$ cat config.mk
export PLATFORM = sky130hd
export DESIGN_NAME = stage_wb
export DESIGN_NICKNAME = d
export VERILOG_FILES = /design/src/rtl/stage_wb.sv
export SDC_FILE = /design/constraint.sdc
export NUM_CORES = 1
export LEC_CHECK = 0
export ABC_AREA = 1
export CORE_MARGIN = 2
export CORE_UTILIZATION = 58
export DETAILED_ROUTE_END_ITERATION = 16
export PLACE_DENSITY_LB_ADDON = 0.05
export SETUP_SLACK_MARGIN = 0.3
export SLEW_MARGIN = 20
export SYNTH_ARGS = -nofsm -noshare
export SYNTH_HDL_FRONTEND = slang
export SYNTH_SLANG_ARGS = --single-unit
$ cat constraint.sdc
create_clock -name clk -period 16.9 [get_ports clk]
set_input_delay 1.69 -clock clk [delete_from_list [all_inputs] [get_ports clk]]
set_output_delay 1.69 -clock clk [all_outputs]
set_load 0.05 [all_outputs]
$ cat src/rtl/stage_wb.sv
// stage_wb: write-back stage of the threaded pipeline.
//   Commits register writes, takes I-TLB/D-TLB miss exceptions, and redirects
//   fetch for iret, jumps and taken branches. It also performs privileged TLB
//   writes, and buffers committed stores in a small FIFO that drains into the
//   D-cache store port.
// Ports:
//   clk, rst          clock, asynchronous active-high reset
//   wb_*              TL-stage pipeline register outputs
//   store_ready       D-cache accepts a store this cycle
//   rf_*              register-file write port (registered)
//   redirect_*        fetch redirect (registered)
//   itlbwrite_en, tlbwrite_*  TLB write port (registered)
//   store_*           D-cache store port (registered)
//   sb_full, sb_empty store-buffer status (decoded from state)
//   rm_mode           per-thread supervisor bit (rm4)
module stage_wb #(
    parameter int          N_THREADS  = 4,
    parameter int          SB_DEPTH   = 4,
    parameter logic [31:0] EXC_VECTOR = 32'h0000_2000,
    localparam int         TW         = $clog2(N_THREADS)
) (
    input  logic                 clk,
    input  logic                 rst,
    input  logic [TW-1:0]        wb_thread,
    input  logic                 wb_isvalid,
    input  logic                 wb_itlb_miss,
    input  logic                 wb_dtlb_miss,
    input  logic [4:0]           wb_dst,
    input  logic [31:0]          wb_pc,
    input  logic [31:0]          wb_r2,
    input  logic [31:0]          wb_data,
    input  logic                 wb_isequal,
    input  logic [31:0]          wb_mul,
    input  logic                 wb_flag_mul,
    input  logic                 wb_flag_reg,
    input  logic                 wb_flag_jump,
    input  logic                 wb_flag_branch,
    input  logic                 wb_flag_iret,
    input  logic                 wb_flag_store,
    input  logic                 wb_flag_isbyte,
    input  logic [1:0]           wb_flag_tlbwrite,
    input  logic                 store_ready,
    output logic                 rf_we,
    output logic [TW-1:0]        rf_thread,
    output logic [4:0]           rf_dst,
    output logic [31:0]          rf_data,
    output logic                 redirect_en,
    output logic [TW-1:0]        redirect_thread,
    output logic [31:0]          redirect_pc,
    output logic                 itlbwrite_en,
    output logic                 tlbwrite_en,
    output logic [19:0]          tlbwrite_vpn,
    output logic [7:0]           tlbwrite_ppn,
    output logic                 store_en,
    output logic                 store_isbyte,
    output logic [19:0]          store_addr,
    output logic [31:0]          store_data,
    output logic                 sb_full,
    output logic                 sb_empty,
    output logic [N_THREADS-1:0] rm_mode
);
    localparam int PW = $clog2(SB_DEPTH);
    localparam int CW = PW + 1;

    // Per-thread exception state: rm0 return pc, rm1 fault address, rm2 cause.
    logic [31:0]          rm0 [N_THREADS];
    logic [31:0]          rm1 [N_THREADS];
    logic [1:0]           rm2 [N_THREADS];
    logic [N_THREADS-1:0] rm4;

    // Store buffer entry layout: {isbyte, paddr[19:0], data[31:0]}.
    logic [52:0]   sb_mem [SB_DEPTH];
    logic [PW-1:0] sb_wptr;
    logic [PW-1:0] sb_rptr;
    logic [CW-1:0] sb_count;

    logic exc, reject, enq, deq, tlb_ok;
    logic        redir_nxt;
    logic [31:0] redir_pc_nxt;

    assign sb_full  = (sb_count == CW'(SB_DEPTH));
    assign sb_empty = (sb_count == '0);
    assign rm_mode  = rm4;

    assign exc    = wb_itlb_miss | wb_dtlb_miss;
    // A full buffer rejects a store without looking at a same-cycle dequeue,
    // keeping the full decode off the store_ready path.
    assign reject = ~exc & wb_isvalid & wb_flag_store & sb_full;
    assign enq    = ~exc & wb_isvalid & wb_flag_store & ~sb_full;
    assign deq    = ~sb_empty & store_ready;
    assign tlb_ok = ~exc & ~reject & wb_isvalid & rm4[wb_thread];

    always_comb begin
        redir_nxt    = 1'b0;
        redir_pc_nxt = 32'h0;
        if (exc) begin
            redir_nxt    = 1'b1;
            redir_pc_nxt = EXC_VECTOR;
        end else if (reject) begin
            redir_nxt    = 1'b1;
            redir_pc_nxt = wb_pc;
        end else if (wb_isvalid) begin
            if (wb_flag_iret) begin
                redir_nxt    = 1'b1;
                redir_pc_nxt = rm0[wb_thread];
            end else if (wb_flag_jump || (wb_flag_branch && wb_isequal)) begin
                redir_nxt    = 1'b1;
                redir_pc_nxt = wb_data;
            end
        end
    end

    always_ff @(posedge clk or posedge rst) begin
        if (rst) begin
            rf_we           <= 1'b0;
            rf_thread       <= '0;
            rf_dst          <= '0;
            rf_data         <= '0;
            redirect_en     <= 1'b0;
            redirect_thread <= '0;
            redirect_pc     <= '0;
            itlbwrite_en    <= 1'b0;
            tlbwrite_en     <= 1'b0;
            tlbwrite_vpn    <= '0;
            tlbwrite_ppn    <= '0;
            store_en        <= 1'b0;
            store_isbyte    <= 1'b0;
            store_addr      <= '0;
            store_data      <= '0;
            sb_wptr         <= '0;
            sb_rptr         <= '0;
            sb_count        <= '0;
            rm4             <= '1;
            for (int t = 0; t < N_THREADS; t++) begin
                rm0[t] <= '0;
                rm1[t] <= '0;
                rm2[t] <= '0;
            end
        end else begin
            rf_we     <= wb_isvalid & wb_flag_reg & ~exc & ~reject;
            rf_thread <= wb_thread;
            rf_dst    <= wb_dst;
            rf_data   <= wb_flag_mul ? wb_mul : wb_data;

            redirect_en     <= redir_nxt;
            redirect_thread <= wb_thread;
            redirect_pc     <= redir_pc_nxt;

            itlbwrite_en <= tlb_ok & (wb_flag_tlbwrite == 2'd1);
            tlbwrite_en  <= tlb_ok & (wb_flag_tlbwrite == 2'd2);
            tlbwrite_vpn <= wb_data[31:12];
            tlbwrite_ppn <= wb_r2[7:0];

            if (wb_itlb_miss) begin
                rm0[wb_thread] <= wb_pc;
                rm1[wb_thread] <= wb_pc;
                rm2[wb_thread] <= 2'd1;
                rm4[wb_thread] <= 1'b1;
            end else if (wb_dtlb_miss) begin
                rm0[wb_thread] <= wb_pc;
                rm1[wb_thread] <= wb_data;
                rm2[wb_thread] <= 2'd2;
                rm4[wb_thread] <= 1'b1;
            end else if (!reject && wb_isvalid && wb_flag_iret) begin
                rm4[wb_thread] <= 1'b0;
            end

            store_en <= deq;
            if (deq) begin
                {store_isbyte, store_addr, store_data} <= sb_mem[sb_rptr];
                sb_rptr <= sb_rptr + 1'b1;
            end
            if (enq)
                sb_wptr <= sb_wptr + 1'b1;
            if (enq && !deq)
                sb_count <= sb_count + 1'b1;
            else if (deq && !enq)
                sb_count <= sb_count - 1'b1;
        end
    end

    // Storage needs no reset: the pointers and count alone define validity.
    always_ff @(posedge clk) begin
        if (enq)
            sb_mem[sb_wptr] <= {wb_flag_isbyte, wb_data[19:0], wb_r2};
    end

    // rm1/rm2 are architectural state with no read port in this stage.
    logic [N_THREADS-1:0] unused_rm;
    for (genvar g = 0; g < N_THREADS; g++) begin : g_unused
        assign unused_rm[g] = ^{rm1[g], rm2[g]};
    end

endmodule

-- Yosys cells after proc, flatten, opt, wreduce, memory -nomap -nowiden
Memory sizes are Yosys's and may differ from the RTL's. A register that Yosys moved wholly into a read port is not among the register bits.
Cells that the tools add are included.
- reductions and logical operators: 15
- bitwise operators: 22
- equal/unequal tests: 3
- magnitude comparators: 4
- add/subtract/negate cells: 4
- mux-type cells: 30
- operator list (cell ; number):
    $mux W32 ; 9
    $mux W128 ; 2
    $bwmux W128 ; 1
    $bmux W32 S2 ; 1
    $demux W32 S2 ; 1
    $and A1 B1 Y1 ; 13
    $mux W4 ; 3
    $mux W1 ; 9
    $logic_and A1 B1 Y1 ; 7
    $mux W3 ; 2
    $add A2 B1 Y2 const B ; 2
    $and A4 B4 Y4 ; 1
    $not A1 Y1 ; 4
    $not A4 Y4 ; 1
    $or A4 B4 Y4 ; 1
    $reduce_bool A2 Y1 ; 2
    $add A3 B1 Y3 const B ; 1
    $eq A3 B3 Y1 const B ; 1
    $ge A3 B3 Y1 const B ; 1
    $logic_not A1 Y1 ; 3
    $logic_not A3 Y1 ; 1
    $lt A2 B3 Y1 const B ; 1
    $lt A3 B1 Y1 const B ; 1
    $not A2 Y3 ; 1
    9 further kinds ; 9
- output and inout port bits: 165
- input bits: 151
- word-level logic and storage cells: 98
- flip-flop bits (word level): 243
- bits in writable memories: 212
- memories: 1
- memories (memory ; words ; width ; read ports ; clocked after Yosys merged registers in ; write ports ; line ; RTL):
    sb_mem ; 4 ; 53 ; 1 ; 1 ; 1 ; 72 ; logic [52:0] sb_mem [SB_DEPTH];

-- Logic depth before layout (Yosys ltp)
- depth after elaboration: 11
- gate-level depth with buffers: 13

-- Worst setup path before layout
Ideal clock, no wire load.
- path kind: input-to-reg
- from: input wb_itlb_miss
- to: memory sb_mem[0][0], enable pin
- arrival: 4382 ps
- data required time: 16436 ps
- slack: 12054 ps
- setup time: 464 ps
- cell stages on the path: 5
- cell sequence: inv_2 > nand2_4 > nor2_2 > nand2_1 > nor2_1
- longest elaborated chain between the ends: 7
- ends and longest elaborated chain (item ; line ; RTL):
    start: declaration ; 26 ; input logic wb_itlb_miss,
    $or A1 B1 Y1 ; 85 ; assign exc = wb_itlb_miss | wb_dtlb_miss;
    $not A1 Y1 ; 89 ; assign enq = ~exc & wb_isvalid & wb_flag_store & ~sb_full;
    $and A1 B1 Y1 (3 in a row) ; 89 ;
    $mux W1 ; 184 ; if (enq)
    $mux W1 (not written as such) ; 185 ; sb_mem[sb_wptr] <= {wb_flag_isbyte, wb_data[19:0], wb_r2};
    end: declaration ; 72 ;
No other way between the ends.

-- Worst setup path in the final report
- from: input wb_itlb_miss
- to: register sb_count[2]
- longest elaborated chain between the ends: 8
- ends and longest elaborated chain (item ; line ; RTL):
    $or A1 B1 Y1 (*) ; 85 ;
    $not A1 Y1 (*) ; 89 ;
    $and A1 B1 Y1 (*) (3 in a row) ; 89 ;
    net enq ; 77 ; logic exc, reject, enq, deq, tlb_ok;
    $logic_not A1 Y1 ; 177 ; else if (deq && !enq)
    $logic_and A1 B1 Y1 ; 177 ;
    $reduce_bool A2 Y1 (no source line) ; -- ;
    end signal: assignment ; 176 ; sb_count <= sb_count + 1'b1;
    end signal: assignment ; 178 ; sb_count <= sb_count - 1'b1;
    end: declaration ; 75 ; logic [CW-1:0] sb_count;
Mark *: on every way through the listed nets, which the timed path passes. The rest lies on a longest branch.
A chain may end at the register's enable or synchronous reset.

==> flow_metrics.py <==
metrics = {
    "logic_synthesis": {
        "syn_area_um2": 20200,
        "syn_inst": 2008,
        "synth-edff-count": 212,
        "ys_types": 30,
        "synth.avg_cell_area_um2": 10.1,
        "ys_warn_count": 0,
        "syn-num-nets": 2165,
        "ys_seq_area_frac": 0.682,
        "ys.flop_type": "dfrtp_1",
        "ys_ff_latch": 508,
        "async_reset_ff_frac": 0.583,
    },
    "floorplan": {
        "io_pins": 316,
        "core-area_um2": 34500,
        "rows": 68,
        "die_x_um": 191,
        "die_height_um": 191,
        "design.die.area_um2": 36400,
        "initial_core_util": 0.586,
    },
    "worst_hold_path": {
        "min_path_cells": 2,
        "min_path_type": "register to register",
    },
    "cells_and_area": {
        "multi_input_area_um2": 5490,
        "final_nets": 2433,
        "area_growth_pct": 25.2,
        "drive_gt1_frac": 0.0522,
        "regArea_um2": 13800,
        "fillCellCount": 2474,
    },
    "clocking": {
        "post_cts_resize_count": 0,
        "cts.hold.buffers_added": 0,
        "cts_buffer_depth": 3,
        "clk_latency_ns": 0.57,
        "post_cts_buffers": 0,
        "cts.clk_slew.worst_paths_ns": 0.06,
        "htreeDepth": 2,
        "cts-root-buf": "clkbuf_16",
        "cts_sinks": 508,
        "numCtsBuffers": 51,
        "cts_tree": "done",
    },
    "timing": {
        "maxSlewViolCount": 0,
        "maxSlewHeadroom": 0.303,
        "min_period_ns": 3.98,
        "skew_ns": 0.0117,
        "setup_viol_count_final": 0,
        "holdWs_ns": 0.479,
        "fin_setup_tns_ns": 0,
        "fin_crit_sh": 0.236,
        "timing.final.hold_violations": 0,
        "rsz0062_at_grt": "no",
        "worst_slew_pin_slew_ns": 1.05,
        "max_freq_ghz": 0.251,
    },
    "global_routing": {
        "grt_max_degree": 178,
        "antenna_found_initial": 3,
        "grt_overflow": 0,
        "grt_pass1_wl_um": 79200,
        "gr-usage-all-layers": 0.280,
        "grt_pass1_vias": 15000,
    },
    "setup_path": {
        "startpoint_type": "primary input",
        "critPathMaxFanout": 34,
        "reg2regPathDepth": 11,
        "cp.arrival_ns": 4.43,
        "cp_data_required_time_ns": 17.35,
        "critical_path_class": "primary input to register",
        "end_kind": "register",
    },
    "route": {
        "route.detailed.drc": 0,
        "drt_wl_total_um": 50100,
        "vias": 14900,
        "vias_per_cell": 5.36,
        "drt_iter0_drc": 1054,
        "firstDrtPassIters": 5,
        "wl_per_cell_um": 18.1,
        "ant_nets": 0,
    },
    "place": {
        "hpwlAfterDp_um": 29700,
        "portBuffers": 315,
        "gp_congestion": 0.868,
    },
    "power_and_ir_drop": {
        "power_leakage_nw": 10.6,
        "pwr_density_cell_nw_per_um2": 147,
        "ir_drop_mv": 0.135,
        "p_total_mw": 3.73,
    },
    "run_status": {
        "outcome": "finished clean",
    },
    "run": {
        "max-cap-violations": 0,
    },
}
cells by family after synthesis:
group,synth area share
DFF,0.682
muxes,0.000557
and+or+nand+nor,0.162
buffers and inverters,0.0484
xor gates and xnor gates,0.00217
adders and majority gates,0.00409
AOI/OAI and AO/OA,0.101
power by group:
part / internal, mW / switching, mW / total (mW)
combinational: 0.341 / 0.710 / 1.05
clock: 0.679 / 0.460 / 1.14
sequential: 1.44 / 0.0962 / 1.54
total: 2.46 / 1.27 / 3.73
cell type report:
cell class                      count  area share
Timing Repair Buffer              330       0.130
Clock buffer                       74      0.0567
Sequential cell                   508       0.545
Antenna cell                        2    0.000198
Inverter                          123      0.0185
Tap cell                          455      0.0225
Multi-Input combinational cell   1262       0.217
Clock inverter                     21      0.0102
worst paths after layout:
check | startpoint | to | slack, ns
worst max register to register | sb_count[0] | sb_count[1] | 14.56
worst min-delay path | rm0[101] | rm0[101] | 0.48
max in group asynchronous | rst | rm0[19] | 13.68
min in group asynchronous | rst | rf_data[20] | 1.71
worst max-delay path | wb_itlb_miss | sb_count[2] | 12.92
worst min register to register | rm0[101] | rm0[101] | 0.48
flip-flops by register name (all words and copies together) (netlist names), named ones only:
register,flops
rf_data,32
store_en,1
redirect_en,1
rm0,128
tlbwrite_vpn,20
rf_we,1
rf_dst,5
sb_mem,212
store_isbyte,1
redirect_thread,2
tlbwrite_ppn,8
sb_rptr,2
sb_count,3
store_data,32
store_addr,20
itlbwrite_en,1
sb_wptr,2
redirect_pc,32
tlbwrite_en,1
placed cells by master, fill, tap and decap left out, drive strengths merged:
cell type,instances
ha,5
o21bai,1
buf,17
xor2,4
a21oi,39
clkbuf,74
diode,2
edfxtp,212
dfstp,4
mux2,1
fa,1
clkinv,14
nor3,2
nor2,406
bufinv,6
o22ai,2
nand3,7
or2,1
a31oi,54
xnor2,1
nand2,439
o21ai,299
clkdlybuf4s50,313
dfrtp,292
inv,124
cell usage after synthesis (2+ instances only):
master	number	area, um^2
nor2_2	5	31.3
a21oi_1	39	195
nor2_1	400	1500
xor2_1	4	35.0
nor3_1	2	10.0
inv_2	10	37.5
o22ai_1	2	12.5
clkbuf_1	45	169
o21ai_1	11	55.1
nand2_2	3	18.8
nand2_4	2	22.5
buf_2	58	290
clkbuf_2	3	15.0
buf_1	7	26.3
dfrtp_1	292	7310
nand2_1	434	1630
o21ai_0	288	1440
dfstp_2	4	105
edfxtp_1	212	6370
nand3_1	7	35.0
a31oi_1	54	338
buf_4	2	15.0
ha_1	5	62.6
inv_1	113	424
through the flow:
stage	area [um^2]	utilization	std cells	setup WS, ns
global route	25300	0.734	2773	12.70
detailed placement	23600	0.684	2677	12.33
floorplan	20200	-	2008	7.04
CTS	25300	0.733	2772	12.90
finish	25300	0.734	2775	12.92
global placement	23600	0.684	2677	12.40
layer usage:
metal / part of all wire / vias to the layer above / GRT usage
met5: 0.00016 / - / 0
met4: 0.028 / 2 / 0.0850
met3: 0.065 / 96 / 0.0453
met2: 0.49 / 471 / 0.467
met1: 0.42 / 7224 / 0.382
li1: - / 7084 / -
worst max-delay path: stages:
cell and delay [ns]:
clkdlybuf4s50_1 0.51, inv_2 0.16, nand2_4 0.29, nor2_2 0.25
nand2_1 0.30, inv_1 0.20, ha_1 0.16, inv_1 0.06
fa_1 0.38, a21oi_1 0.15, o21ai_0 0.11, xor2_1 0.15
Power figures use the tool's default switching activity.
